===== src/rtl/led_ctrl_pkg.sv =====
// led_ctrl_pkg: shared modes, register offsets and bit indices for mmio_led_ctrl.
package led_ctrl_pkg;
  typedef enum logic [1:0] {MODE_STATIC, MODE_BLINK, MODE_ROTATE, MODE_COUNT} led_mode_e;
  localparam logic [4:0] OFS_DATA   = 5'h00;
  localparam logic [4:0] OFS_CTRL   = 5'h04;
  localparam logic [4:0] OFS_PERIOD = 5'h08;
  localparam logic [4:0] OFS_STATUS = 5'h0C;
  localparam logic [4:0] OFS_DUTY   = 5'h10;
  localparam int CTRL_MODE_LSB = 0;
  localparam int CTRL_MODE_MSB = 1;
  localparam int CTRL_EN       = 2;
  localparam int STAT_PEND     = 0;
  localparam int STAT_EN       = 1;
endpackage


===== src/rtl/led_prescaler.sv =====
// led_prescaler: reloadable down-counter emitting a one-cycle tick every PERIOD+1 enabled cycles.
module led_prescaler #(
  parameter int DIV_W = 24
) (
  input  logic             clk,
  input  logic             rst_n,
  input  logic             en_i,
  input  logic             reload_i,
  input  logic [DIV_W-1:0] period_i,
  input  logic [DIV_W-1:0] load_i,
  output logic             tick_o
);
  logic [DIV_W-1:0] cnt_q, cnt_d;
  always_comb begin
    tick_o = en_i && !reload_i && cnt_q == '0;
    cnt_d  = reload_i ? load_i : !en_i ? cnt_q : tick_o ? period_i : cnt_q - DIV_W'(1);
  end
  always_ff @(posedge clk or negedge rst_n)
    if (!rst_n) cnt_q <= '0;
    else        cnt_q <= cnt_d;
endmodule


===== src/rtl/mmio_led_ctrl.sv =====
// mmio_led_ctrl: bus-snooping LED peripheral with static/blink/rotate/count modes.
// Define LED_PWM_EN to add the DUTY register and PWM output gating.
module mmio_led_ctrl
  import led_ctrl_pkg::*;
#(
  parameter int          LED_W     = 16,
  parameter logic [31:0] BASE_ADDR = 32'h0000_0100,
  parameter int          DIV_W     = 24
) (
  input  logic             clk,
  input  logic             rst_n,
  input  logic             MemWrite,
  input  logic [31:0]      DataAdr,
  input  logic [31:0]      WriteData,
  output logic [31:0]      ReadData,
  output logic [LED_W-1:0] LEDS
);
  logic [LED_W-1:0] data_q, data_d, mode_out, leds_q, leds_d;
  logic [2:0]       ctrl_q, ctrl_d;
  logic [DIV_W-1:0] period_q, period_d;
  logic [31:0]      rdata_q, rdata_d;
  logic             phase_q, phase_d, pend_q, pend_d;
  logic             in_win, hit, wr_data, wr_ctrl, wr_period, rd_stat, en, tick;
  logic [4:0]       ofs;
  logic [7:0]       duty;
  led_mode_e        mode;
  logic             unused_wd;
  assign unused_wd = ^WriteData;
  assign in_win    = DataAdr[31:5] == BASE_ADDR[31:5] && DataAdr[1:0] == 2'b00;
  assign ofs       = DataAdr[4:0];
  assign hit       = MemWrite && in_win;
  assign wr_data   = hit && ofs == OFS_DATA;
  assign wr_ctrl   = hit && ofs == OFS_CTRL;
  assign wr_period = hit && ofs == OFS_PERIOD;
  assign rd_stat   = !MemWrite && in_win && ofs == OFS_STATUS;
  assign en        = ctrl_q[CTRL_EN];
  assign mode      = led_mode_e'(ctrl_q[CTRL_MODE_MSB:CTRL_MODE_LSB]);
  led_prescaler #(.DIV_W(DIV_W)) u_pre (
    .clk     (clk),
    .rst_n   (rst_n),
    .en_i    (en),
    .reload_i(wr_ctrl || wr_period),
    .period_i(period_q),
    .load_i  (period_d),
    .tick_o  (tick)
  );
  // A CPU store to DATA overrides any rotate/count step in the same cycle.
  always_comb begin
    data_d   = wr_data ? WriteData[LED_W-1:0] :
               !tick ? data_q :
               mode == MODE_ROTATE ? (data_q << 1) | (data_q >> (LED_W-1)) :
               mode == MODE_COUNT ? data_q + LED_W'(1) : data_q;
    ctrl_d   = wr_ctrl ? WriteData[2:0] : ctrl_q;
    period_d = wr_period ? WriteData[DIV_W-1:0] : period_q;
    phase_d  = wr_ctrl || (phase_q ^ (tick && mode == MODE_BLINK));
    pend_d   = tick || (pend_q && !rd_stat);
    mode_out = (en && mode == MODE_BLINK && !phase_q) ? '0 : data_q;
    rdata_d  = '0;
    if (in_win)
      case (ofs)
        OFS_DATA:   rdata_d = 32'(data_q);
        OFS_CTRL:   rdata_d = 32'(ctrl_q);
        OFS_PERIOD: rdata_d = 32'(period_q);
        OFS_STATUS: begin
          rdata_d[STAT_PEND] = pend_q;
          rdata_d[STAT_EN]   = en;
        end
        OFS_DUTY:   rdata_d = 32'(duty);
        default:    rdata_d = '0;
      endcase
  end
`ifdef LED_PWM_EN
  logic [7:0] duty_q, pwm_q;
  always_ff @(posedge clk or negedge rst_n)
    if (!rst_n) begin
      duty_q <= 8'hFF;
      pwm_q  <= '0;
    end else begin
      pwm_q <= pwm_q + 8'd1;
      if (hit && ofs == OFS_DUTY) duty_q <= WriteData[7:0];
    end
  assign duty   = duty_q;
  assign leds_d = mode_out & {LED_W{pwm_q < duty_q}};
`else
  assign duty   = 8'h00;
  assign leds_d = mode_out;
`endif
  always_ff @(posedge clk or negedge rst_n)
    if (!rst_n) begin
      data_q   <= '0;
      ctrl_q   <= '0;
      period_q <= '0;
      phase_q  <= 1'b0;
      pend_q   <= 1'b0;
      rdata_q  <= '0;
      leds_q   <= '0;
    end else begin
      data_q   <= data_d;
      ctrl_q   <= ctrl_d;
      period_q <= period_d;
      phase_q  <= phase_d;
      pend_q   <= pend_d;
      rdata_q  <= rdata_d;
      leds_q   <= leds_d;
    end
  assign ReadData = rdata_q;
  assign LEDS     = leds_q;
endmodule


===== config.mk =====
export PLATFORM = sky130hd
export DESIGN_NAME = mmio_led_ctrl
export DESIGN_NICKNAME = d
export VERILOG_FILES = /design/src/rtl/led_ctrl_pkg.sv /design/src/rtl/led_prescaler.sv /design/src/rtl/mmio_led_ctrl.sv
export SDC_FILE = /design/constraint.sdc
export NUM_CORES = 1
export LEC_CHECK = 0
export CAP_MARGIN = 40
export CORE_ASPECT_RATIO = 1.2
export CORE_MARGIN = 3
export CORE_UTILIZATION = 35
export DETAILED_ROUTE_END_ITERATION = 7
export GPL_ROUTABILITY_DRIVEN = 0
export REMOVE_ABC_BUFFERS = 1
export SLEW_MARGIN = 5
export SYNTH_ARGS = -nofsm -noshare
export SYNTH_HDL_FRONTEND = slang
export SYNTH_SLANG_ARGS = --single-unit

===== constraint.sdc =====
create_clock -name clk -period 4.9 [get_ports clk]
set_input_delay 0.49 -clock clk [delete_from_list [all_inputs] [get_ports clk]]
set_output_delay 0.49 -clock clk [all_outputs]
set_load 0.02 [all_outputs]

==> impl_results.md, run 1 <==
- Run status: finished, final reports clean
- Max Slew Vio Count: 0
- Achievable frequency: 0.278 GHz
- TNS Setup: 0 ns
- Leading cell type in the layout, fill and taps excluded: dfrtp_1
- Die area: 18400 um2
- Global routing usage on met3: 3.29%
- Die W: 124 um
- Routed Antenna Nets: 0
- Core area: 16300 um2
- Maxcap violations: 0
- CTS Sinks: 109
- Hold Violations, Final: 0
- CP max FO: 15
- Worst slew pin tran: 0.949 ns
- Chip height: 148 um
- Initial antenna violation count: 0
- Rel. slew slack: 36.7%
- Largest net degree at the start of global routing: 45
- Met1 Usage GRT: 24.9%
- Area contributors post-synth: dfrtp_1 46%, mux2_2 5.4%, nand2_1 4.4%
- Startpoint Class: flip-flop
- Post-synthesis sequential area ratio: 46.4%
- HPWL Detailed: 12.7 mm
- Min cycle time layout: 3.59 ns
- # diodes: 0
- Port-buffer cells: 98
- Clk_skew: 0.0148 ns
- Area delta synth->final: 26.4%
- RSZ-0062 raised after global routing: no
- Leakage: 3.11 nW
- Iteration-0 DRC Markers: 394
- Async SR Flop Fraction: 100%
- Clock root buffer: clkbuf_16
- Share of cells above drive strength 1: 10.8%
- Crit path arrival time: 3.86 ns
- Post-synth cell types: 69
- Post-layout util: 45.5%
- Clk Latency, worst-skew pair: 0.35 ns
- Total Nets Final: 786
- Critical path capture point type: flip-flop
- Clock-pin slew on the worst setup and hold paths: 0.08 ns
- H-tree depth: 3
- Post-Syn Area: 5880 um2
- PD cells: 237 nW/um2
- Routed WL: 17.7 mm
- Number of global-route vias before repair: 5340
- Initial Util: 36.0%
- Hold Crit Class: primary input to async pin
- Number of iterations in the first detailed-routing pass: 5
- Hold-fix buffers at CTS: 0
- Commonest cells after routing, fill and taps aside: 109 x dfrtp_1, 97 x clkdlybuf4s50_1, 69 x nand2_1
- Io pins: 115
- Mean routed wirelength per cell: 19.0 um
- Yosys warns: 0
- First-pass GRT wire length: 28.2 mm
- Synth top area share: 46.4%
- Vias/cell: 5.75
- Syn Inst Count: 627
- Grt peak-use layer: met2
- Total global-route track usage: 19.0%
- CTS tree: yes
- Clock buffer count from CTS: 9
- Leading register cell type out of synthesis: dfrtp_1
- Placement row count: 51
- Total number of vias: 5372
- Peak VDD IR: 0.136 mV
- Post-CTS Resized: 0
- Cell Area, Placed: 7130 um2
- Max clock buf depth: 2
- #FFs+latches synth: 109
- R2r setup slk: 1.31 ns
- WP data required: 5.17 ns
- EDFF count, synth: 0
- Met2 Use GR: 31.2%
- Gr ovfl total: 0
- Final period util: 73.3%
- Setup repair bufs after CTS: 0
- Crit path kind: flip-flop to flip-flop
- Post-Layout Inst Area: 7430 um2
- Avg Cell Area, Syn: 9.38 um2
- Post-synth top area cell: dfrtp_1
- Residual DRC: 0
- Setup-failing EPs final: 0
## kinds of logic (layout without fill, tap and decap cells)
kind of cell | count (synthesis) | in the layout | share of synthesized area, %
compound gates | 163 | 163 | 18.3
simple gates | 256 | 256 | 22.6
flops | 109 | 109 | 46.4
other cells | 1 | 8 | 0.0638
xor+xnor | 4 | 4 | 0.596
buf+inv | 53 | 141 | 4.34
mux | 39 | 39 | 7.24
fa+ha+maj | 2 | 2 | 0.426
## state kept, by name, summed over array words and instances, names as in the netlist
signal       cells
u_pre.cnt_q     24
pend_q           1
LEDS            16
period_q        24
phase_q          1
ctrl_q           3
ReadData        24
data_q          16
## final timing paths
check                                                start                          to  cells past startpoint
worst max-delay path            u_pre.cnt_q[0]$_DFFE_PN0P_  u_pre.cnt_q[7]$_DFFE_PN0P_                      8
worst min-delay path                                 rst_n      ReadData[20]$_DFF_PN0_                      1
worst max register to register  u_pre.cnt_q[0]$_DFFE_PN0P_  u_pre.cnt_q[7]$_DFFE_PN0P_                      8
worst min register to register            pend_q$_DFF_PN0_            pend_q$_DFF_PN0_                      2
max in group asynchronous                            rst_n      period_q[15]$_DFF_PN0_                      3
min in group clk                          pend_q$_DFF_PN0_            pend_q$_DFF_PN0_                      2
## cell usage after synthesis (all sizes together) (3+ instances only)
library cell,n
o21ai,43
buf,16
a2bb2oi,3
mux2i,11
nor4,18
o41ai,3
inv,8
a32oi,3
mux2,28
o211ai,8
o22ai,3
a31oi,17
or4,6
nand4,6
nand3,24
clkbuf,28
and2,10
a21oi,24
a22oi,18
nor4b,3
nor3,24
or3,9
o21a,7
xor2,3
dfrtp,109
o31ai,7
nor2b,13
nor2,50
and3,8
a21o,4
nor3b,5
nand2,70
## layer usage
layer  share of wire, %  up-vias
li1                   -     2485
met1                 42     2598
met2                 48      258
met3                7.7       31
met4                2.6        0
met5                  0        -
## cell type report
class	count	area, um2
fill	1596	8910
multi-input combinational	472	2950
sequential	109	2730
tap	212	265
clock buffer	10	229
clock inverter	6	75.1
timing repair buffer	116	1150
inverter	9	33.8
## power by group
part	leakage, nW	internal [mW]	switching (mW)	total [mW]
Combinational	1.52	0.0482	0.0495	0.0977
Clock	0.146	0.407	0.355	0.762
Sequential	1.44	0.899	0.00000719	0.899
Total	3.11	1.35	0.405	1.76
## worst max-delay path: stages, from the launching register on
cell and delay [ns]:
dfrtp_1 0.43, inv_1 0.08, ha_1 0.25, or4b_1 0.53, nor4_2 0.49, nand2_1 0.51
o22ai_1 0.89, a22oi_1 0.18, o21ai_0 0.14
## metrics by stage
stage | hold WS (ns) | power [mW] | worst slack [ns] | instances
after floorplan | 0.194 | 0.932 | 1.24 | 590
after global placement | 0.487 | 1.01 | 1.30 | 914
after detailed placement | 0.448 | 1.02 | 1.24 | 918
after CTS | 0.0662 | 1.77 | 1.36 | 934
after global routing | 0.0743 | 1.82 | 1.18 | 934
final | 0.0567 | 1.76 | 1.31 | 934
Note: power is estimated with default switching activity, not from simulation.
==> run 2, diff against run 1 <==
==> constraint.sdc (replaced) <==
create_clock -name clk -period 3.1 [get_ports clk]
set_input_delay 0.31 -clock clk [delete_from_list [all_inputs] [get_ports clk]]
set_output_delay 0.31 -clock clk [all_outputs]
set_load 0.02 [all_outputs]
==> run 2 against run 1 <==
  * Sequential share of layout area decreased by 0.71 points
  * Non-clock buffer count increased by 16
  * Count of clock-buffer cells in the layout decreased by 1
  * Core utilization increased by 0.90 points
  * Cell area increased by 2.0%
  * First-iteration DRC count increased by 19%
  * Setup slack got worse by 0.97 ns
  * Total power increased by 64%
  * Die area unchanged
  * Largest power group unchanged
==> impl_results.md, run 2 (synthesis results as in run 1) <==
- Run status: finished, final reports clean (unchanged)
- R2r setup slk: 0.33 ns (was 1.31 ns)
- Placement row count: 51 (unchanged)
- Critical path capture point type: flip-flop (unchanged)
- First-pass GRT wire length: 28.5 mm (was 28.2 mm)
- Crit path arrival time: 3.01 ns (was 3.86 ns)
- CP delay by family, top: simple AND/OR/NAND/NOR gates (unchanged)
- Setup-failing EPs final: 0 (unchanged)
- Hold Crit Class: primary input to async pin (unchanged)
- Die W: 124 um (unchanged)
- Clock root buffer: clkbuf_16 (unchanged)
- Startpoint Class: flip-flop (unchanged)
- Min cycle time layout: 2.77 ns (was 3.59 ns)
- R2R cell count: 8 (unchanged)
- Hold WS: 0.296 ns (was 0.0567 ns)
- Clk Latency, worst-skew pair: 0.36 ns (was 0.35 ns)
- Initial antenna violation count: 0 (unchanged)
- Gr ovfl total: 0 (unchanged)
- Die area: 18400 um2 (unchanged)
- Pre-CTS setup slack: 0.291 ns (was 1.24 ns)
- Dpl cells: 933 (was 918)
- Slowest stage delay, CP: 0.64 ns (was 0.89 ns)
- CP Buf/Inv Count: 1 (unchanged)
- # diodes: 0 (unchanged)
- Rel. slew slack: 59.8% (was 36.7%)
- CTS Sinks: 109 (unchanged)
- CP max FO: 7 (was 15)
- Port-buffer cells: 98 (unchanged)
- Total global-route track usage: 19.0% (about the same)
- Routed WL: 17.3 mm (was 17.7 mm)
- Number of global-route vias before repair: 5489 (was 5340)
- Io pins: 115 (unchanged)
- Maxcap violations: 0 (unchanged)
- PD cells: 380 nW/um2 (was 237 nW/um2)
- Reg2reg start: u_pre.cnt_q[0]$_DFFE_PN0P_ (unchanged)
- Final WS setup: 0.332 ns (was 1.31 ns)
- Iteration-0 DRC Markers: 469 (was 394)
- Initial Util: 36.0% (unchanged)
- Critical Path, Cell by Cell: inv_1 > ha_1 > nor4b_4 > nand2_2 > or4_4 > or3_1 > o21a_1 > o22a_1 (was inv_1 > ha_1 > or4b_1 > nor4_2 > nand2_1 > o22ai_1 > a22oi_1 > o21ai_0)
- Clk_skew: 0.0138 ns (was 0.0148 ns)
- Slowest CP cell: or4_4 (was o22ai_1)
- Non-Filler Instances: 950 (was 934)
- Reg area: 2730 um2 (unchanged)
- Crit path kind: flip-flop to flip-flop (unchanged)
- Fillers: 1584 (was 1596)
- CTS tree: yes (unchanged)
- Clock-pin slew on the worst setup and hold paths: 0.08 ns (about the same)
- TNS Setup: 0 ns (unchanged)
- Area delta synth->final: 28.9% (was 26.4%)
- Commonest cells after routing, fill and taps aside: 109 x dfrtp_1, 97 x clkdlybuf4s50_1, 69 x nand2_1 (unchanged)
- Max Slew Vio Count: 0 (unchanged)
- Final period util: 89.3% (was 73.3%)
- Footprint of the multi-input gates: 2950 um2 (unchanged)
- WP data required: 3.34 ns (was 5.17 ns)
- H-tree depth: 3 (unchanged)
- Largest net degree at the start of global routing: 63 (was 45)
- Clock buffer count from CTS: 9 (unchanged)
- Number of iterations in the first detailed-routing pass: 6 (was 5)
- Core area: 16300 um2 (unchanged)
- R2r endpoint: data_q[5]$_DFFE_PN0P_ (was u_pre.cnt_q[7]$_DFFE_PN0P_)
- Hold Violations, Final: 0 (unchanged)
- Achievable frequency: 0.361 GHz (was 0.278 GHz)
- Max clock buf depth: 2 (unchanged)
- RSZ-0062 raised after global routing: no (unchanged)
- Total Nets Final: 802 (was 786)
- Residual DRC: 0 (unchanged)
- Share of cells above drive strength 1: 12.7% (was 10.8%)
- Worst slew pin tran: 0.603 ns (was 0.949 ns)
- HPWL Detailed: 12.6 mm (was 12.7 mm)
- Mean routed wirelength per cell: 18.2 um (was 19.0 um)
- Peak VDD IR: 0.289 mV (was 0.136 mV)
- Post-layout util: 46.4% (was 45.5%)
- Total number of vias: 5459 (was 5372)
- Routed Antenna Nets: 0 (unchanged)
- Leakage: 3.21 nW (was 3.11 nW)
- Vias/cell: 5.75 (about the same)
- Leading cell type in the layout, fill and taps excluded: dfrtp_1 (unchanged)
- Chip height: 148 um (unchanged)
run 2: cell count changes in the layout (fill, tap and decap cells not counted), sizes merged:
cell	previous run	this run
clkinvlp	1	0
buf	19	34
clkbuf	10	9
bufinv	1	2
clkinv	1	2
dlygate4sd3	0	1
run 2: layout make-up:
cell class	count	share of cell area [%]
multi-input cells	472	39.0
flip-flops and latches	109	36.0
repair buffers	132	16.7
well taps	212	3.50
clock buffers	9	2.97
clock inverters	7	1.35
inverters	9	0.446
run 2: routing by layer:
layer | vias up | global-route usage [%] | share of wire, %
met3 | 30 | 2.96 | 6.0
met1 | 2664 | 24.7 | 43
li1 | 2523 | - | -
met4 | 0 | 8.66 | 2.9
met2 | 242 | 31.2 | 48
met5 | - | 0 | 0
run 2: report_power, final:
group	leakage [nW]	internal, mW	switching, mW
logic	1.60	0.0825	0.0798
registers	1.44	1.42	0.0000109
clock network	0.163	0.723	0.570
run 2: worst max-delay path by stage:
stage	from	endpoint	slack, ns	depth (start not counted)
final	u_pre.cnt_q[0]$_DFFE_PN0P_	data_q[5]$_DFFE_PN0P_	0.33	8
after global routing	u_pre.cnt_q[0]$_DFFE_PN0P_	data_q[5]$_DFFE_PN0P_	0.20	8
after CTS	u_pre.cnt_q[0]$_DFFE_PN0P_	data_q[5]$_DFFE_PN0P_	0.34	8
after detailed placement	DataAdr[6]	data_q[0]$_DFFE_PN0P_	0.29	8
after global placement	DataAdr[6]	data_q[4]$_DFFE_PN0P_	0.36	7
after floorplan	DataAdr[1]	data_q[11]$_DFFE_PN0P_	-0.38	6
run 2: worst register-to-register path, delay by kind of cell (launching register included):
family / cells / cell delay, ns
buffers and inverters: 1 / 0.08
adder cells (fa/ha/maj): 1 / 0.22
flip-flops: 1 / 0.43
AO/OA/AOI/OAI: 2 / 0.40
AND/OR/NAND/NOR: 4 / 1.53
run 2: through the flow:
step                      power [mW]  cell area, um2
after global routing            2.97            7580
after floorplan                 1.47            5680
final                           2.88            7580
after global placement          1.61            7210
after CTS                       2.90            7580
after detailed placement        1.61            7240
run 2: timing repair:
item / CTS / global route
hold buffers: 1 / 0
hold endpoints to repair: 62 / 0
gates resized for setup: 0 / 0
buffers inserted: 0 / 0
==> run 3, diff against run 2 <==
--- a/config.mk
+++ b/config.mk
@@ -11,7 +11,6 @@
 export CORE_UTILIZATION = 35
 export DETAILED_ROUTE_END_ITERATION = 7
 export GPL_ROUTABILITY_DRIVEN = 0
-export REMOVE_ABC_BUFFERS = 1
 export SLEW_MARGIN = 5
 export SYNTH_ARGS = -nofsm -noshare
 export SYNTH_HDL_FRONTEND = slang
==> run 3 against run 2 <==
  * Routed wire length is 4.7% higher
  * Setup slack worse by 0.033 ns
  * Via count is 2.4% lower
  * Cell area is 0.69% lower
  * Register-to-register slack worse by 0.03 ns
  * Sequential power hardly changed
  * Sequential cell count stayed put
  * Critical path depth stayed put
  * Non-clock buffer count is 3 lower
==> impl_results.md, run 3 (synthesis results as in run 1) <==
- Clk_skew: 0.00911 ns (was 0.0138 ns)
- Startpoint Class: flip-flop (unchanged)
- Clk Latency, worst-skew pair: 0.37 ns (was 0.36 ns)
- Slowest CP cell: or4_4 (unchanged)
- Mean routed wirelength per cell: 19.1 um (was 18.2 um)
- Total Nets Final: 799 (was 802)
- Slowest stage delay, CP: 0.64 ns (about the same)
- Peak VDD IR: 0.215 mV (was 0.289 mV)
- Initial antenna violation count: 0 (unchanged)
- Number of global-route vias before repair: 5371 (was 5489)
- CTS Sinks: 109 (unchanged)
- Commonest cells after routing, fill and taps aside: 109 x dfrtp_1, 97 x clkdlybuf4s50_1, 69 x nand2_1 (unchanged)
- Maxcap violations: 0 (unchanged)
- Post-layout util: 46.1% (was 46.4%)
- Setup repair bufs after CTS: 0 (unchanged)
- Min cycle time layout: 2.80 ns (was 2.77 ns)
- CP max FO: 7 (unchanged)
- Area delta synth->final: 28.0% (was 28.9%)
- Max clock buf depth: 2 (unchanged)
- Port-buffer cells: 98 (unchanged)
- Achievable frequency: 0.357 GHz (was 0.361 GHz)
- Final period util: 90.4% (was 89.3%)
- Gr ovfl total: 0 (unchanged)
- Post-CTS Resized: 0 (unchanged)
- Critical path capture point type: flip-flop (unchanged)
- PD cells: 373 nW/um2 (was 380 nW/um2)
- First-pass GRT wire length: 29.0 mm (was 28.5 mm)
- Io pins: 115 (unchanged)
- Clock-pin slew on the worst setup and hold paths: 0.08 ns (about the same)
- Overall Power: 2.81 mW (was 2.88 mW)
- Placement row count: 51 (unchanged)
- Iteration-0 DRC Markers: 479 (was 469)
- Chip height: 148 um (unchanged)
- H-tree depth: 3 (unchanged)
- Leading cell type in the layout, fill and taps excluded: dfrtp_1 (unchanged)
- CTS tree: yes (unchanged)
- R2R cell count: 8 (unchanged)
- Post-Layout Inst Area: 7520 um2 (was 7580 um2)
- Share of cells above drive strength 1: 12.5% (was 12.7%)
- Die W: 124 um (unchanged)
- Leakage: 3.18 nW (was 3.21 nW)
- Total number of vias: 5328 (was 5459)
- Crit path kind: flip-flop to flip-flop (unchanged)
- TNS Setup: 0 ns (unchanged)
- Critical Path, Cell by Cell: inv_1 > ha_1 > nor4b_4 > nand2_2 > or4_4 > or3_1 > o21a_1 > o22a_1 (unchanged)
- Clock root buffer: clkbuf_16 (unchanged)
- Routed Antenna Nets: 0 (unchanged)
- Run status: finished, final reports clean (unchanged)
- Rel. slew slack: 47.1% (was 59.8%)
- Setup-failing EPs final: 0 (unchanged)
- Die area: 18400 um2 (unchanged)
- RSZ-0062 raised after global routing: no (unchanged)
- Initial Util: 36.0% (unchanged)
- Total global-route track usage: 19.7% (was 19.0%)
- Number of iterations in the first detailed-routing pass: 5 (was 6)
- Core area: 16300 um2 (unchanged)
- Largest net degree at the start of global routing: 61 (was 63)
- Vias/cell: 5.63 (was 5.75)
- Crit path arrival time: 3.06 ns (was 3.01 ns)
- Clock buffer count from CTS: 9 (unchanged)
- Routed WL: 18.1 mm (was 17.3 mm)
- WP data required: 3.36 ns (was 3.34 ns)
- Fillers: 1620 (was 1584)
- Cell Area, Placed: 7220 um2 (was 7240 um2)
- Residual DRC: 0 (unchanged)
- Hold-fix buffers at CTS: 0 (was 1)
- # diodes: 0 (unchanged)
- Worst slew pin tran: 0.793 ns (was 0.603 ns)
- Max Slew Vio Count: 0 (unchanged)
- HPWL Detailed: 12.8 mm (was 12.6 mm)
- Hold Violations, Final: 0 (unchanged)
- Hold Crit Class: primary input to async pin (unchanged)
## run 3: power by group
group          internal (mW)  total, mW  leakage [nW]  switching [mW]
Combinational         0.0774      0.156          1.59          0.0786
Sequential              1.42       1.42          1.44       0.0000112
Clock                  0.657       1.23         0.150           0.573
Total                   2.15       2.81          3.18           0.652
## run 3: critical path: cells and delay by family (launching register included)
kind | cells | cell delay, ns
buffers and inverters | 1 | 0.09
adder cells (fa/ha/maj) | 1 | 0.23
AO/OA/AOI/OAI | 2 | 0.41
flip-flops | 1 | 0.43
AND/OR/NAND/NOR | 4 | 1.54
## run 3: layout make-up
type / count / area [um2] / area share [%]
Multi-Input combinational cell: 472 / 2950 / 39.2
Tap cell: 212 / 265 / 3.53
Clock buffer: 10 / 239 / 3.18
Inverter: 9 / 33.8 / 0.449
Clock inverter: 6 / 68.8 / 0.915
Timing Repair Buffer: 129 / 1240 / 16.4
Sequential cell: 109 / 2730 / 36.3
## run 3: path summary, 6_finish.rpt
kind	from	to	slack, ns
worst max-delay path	u_pre.cnt_q[0]$_DFFE_PN0P_	data_q[5]$_DFFE_PN0P_	0.30
worst min-delay path	rst_n	ReadData[18]$_DFF_PN0_	0.02
worst max register to register	u_pre.cnt_q[0]$_DFFE_PN0P_	data_q[5]$_DFFE_PN0P_	0.30
worst min register to register	pend_q$_DFF_PN0_	pend_q$_DFF_PN0_	0.51
max in group asynchronous	rst_n	data_q[2]$_DFFE_PN0P_	2.30
min in group clk	pend_q$_DFF_PN0_	pend_q$_DFF_PN0_	0.51
## run 3: through the flow
step	hold WS (ns)	std cells	worst slack (ns)
floorplan	0.0144	634	0.489
global placement	0.440	931	0.344
detailed placement	0.453	931	0.309
CTS	0.0600	947	0.321
global route	0.0934	947	0.167
finish	0.0177	947	0.299
## run 3: metal layers
| metal | up-vias | wire length [um] | track usage, % |
|---|---|---|---|
| li1 | 2510 | - | - |
| met1 | 2592 | 7740 | 25.1 |
| met2 | 200 | 9020 | 33.5 |
| met3 | 26 | 956 | 4.05 |
| met4 | 0 | 404 | 6.85 |
| met5 | - | 0 | 0 |
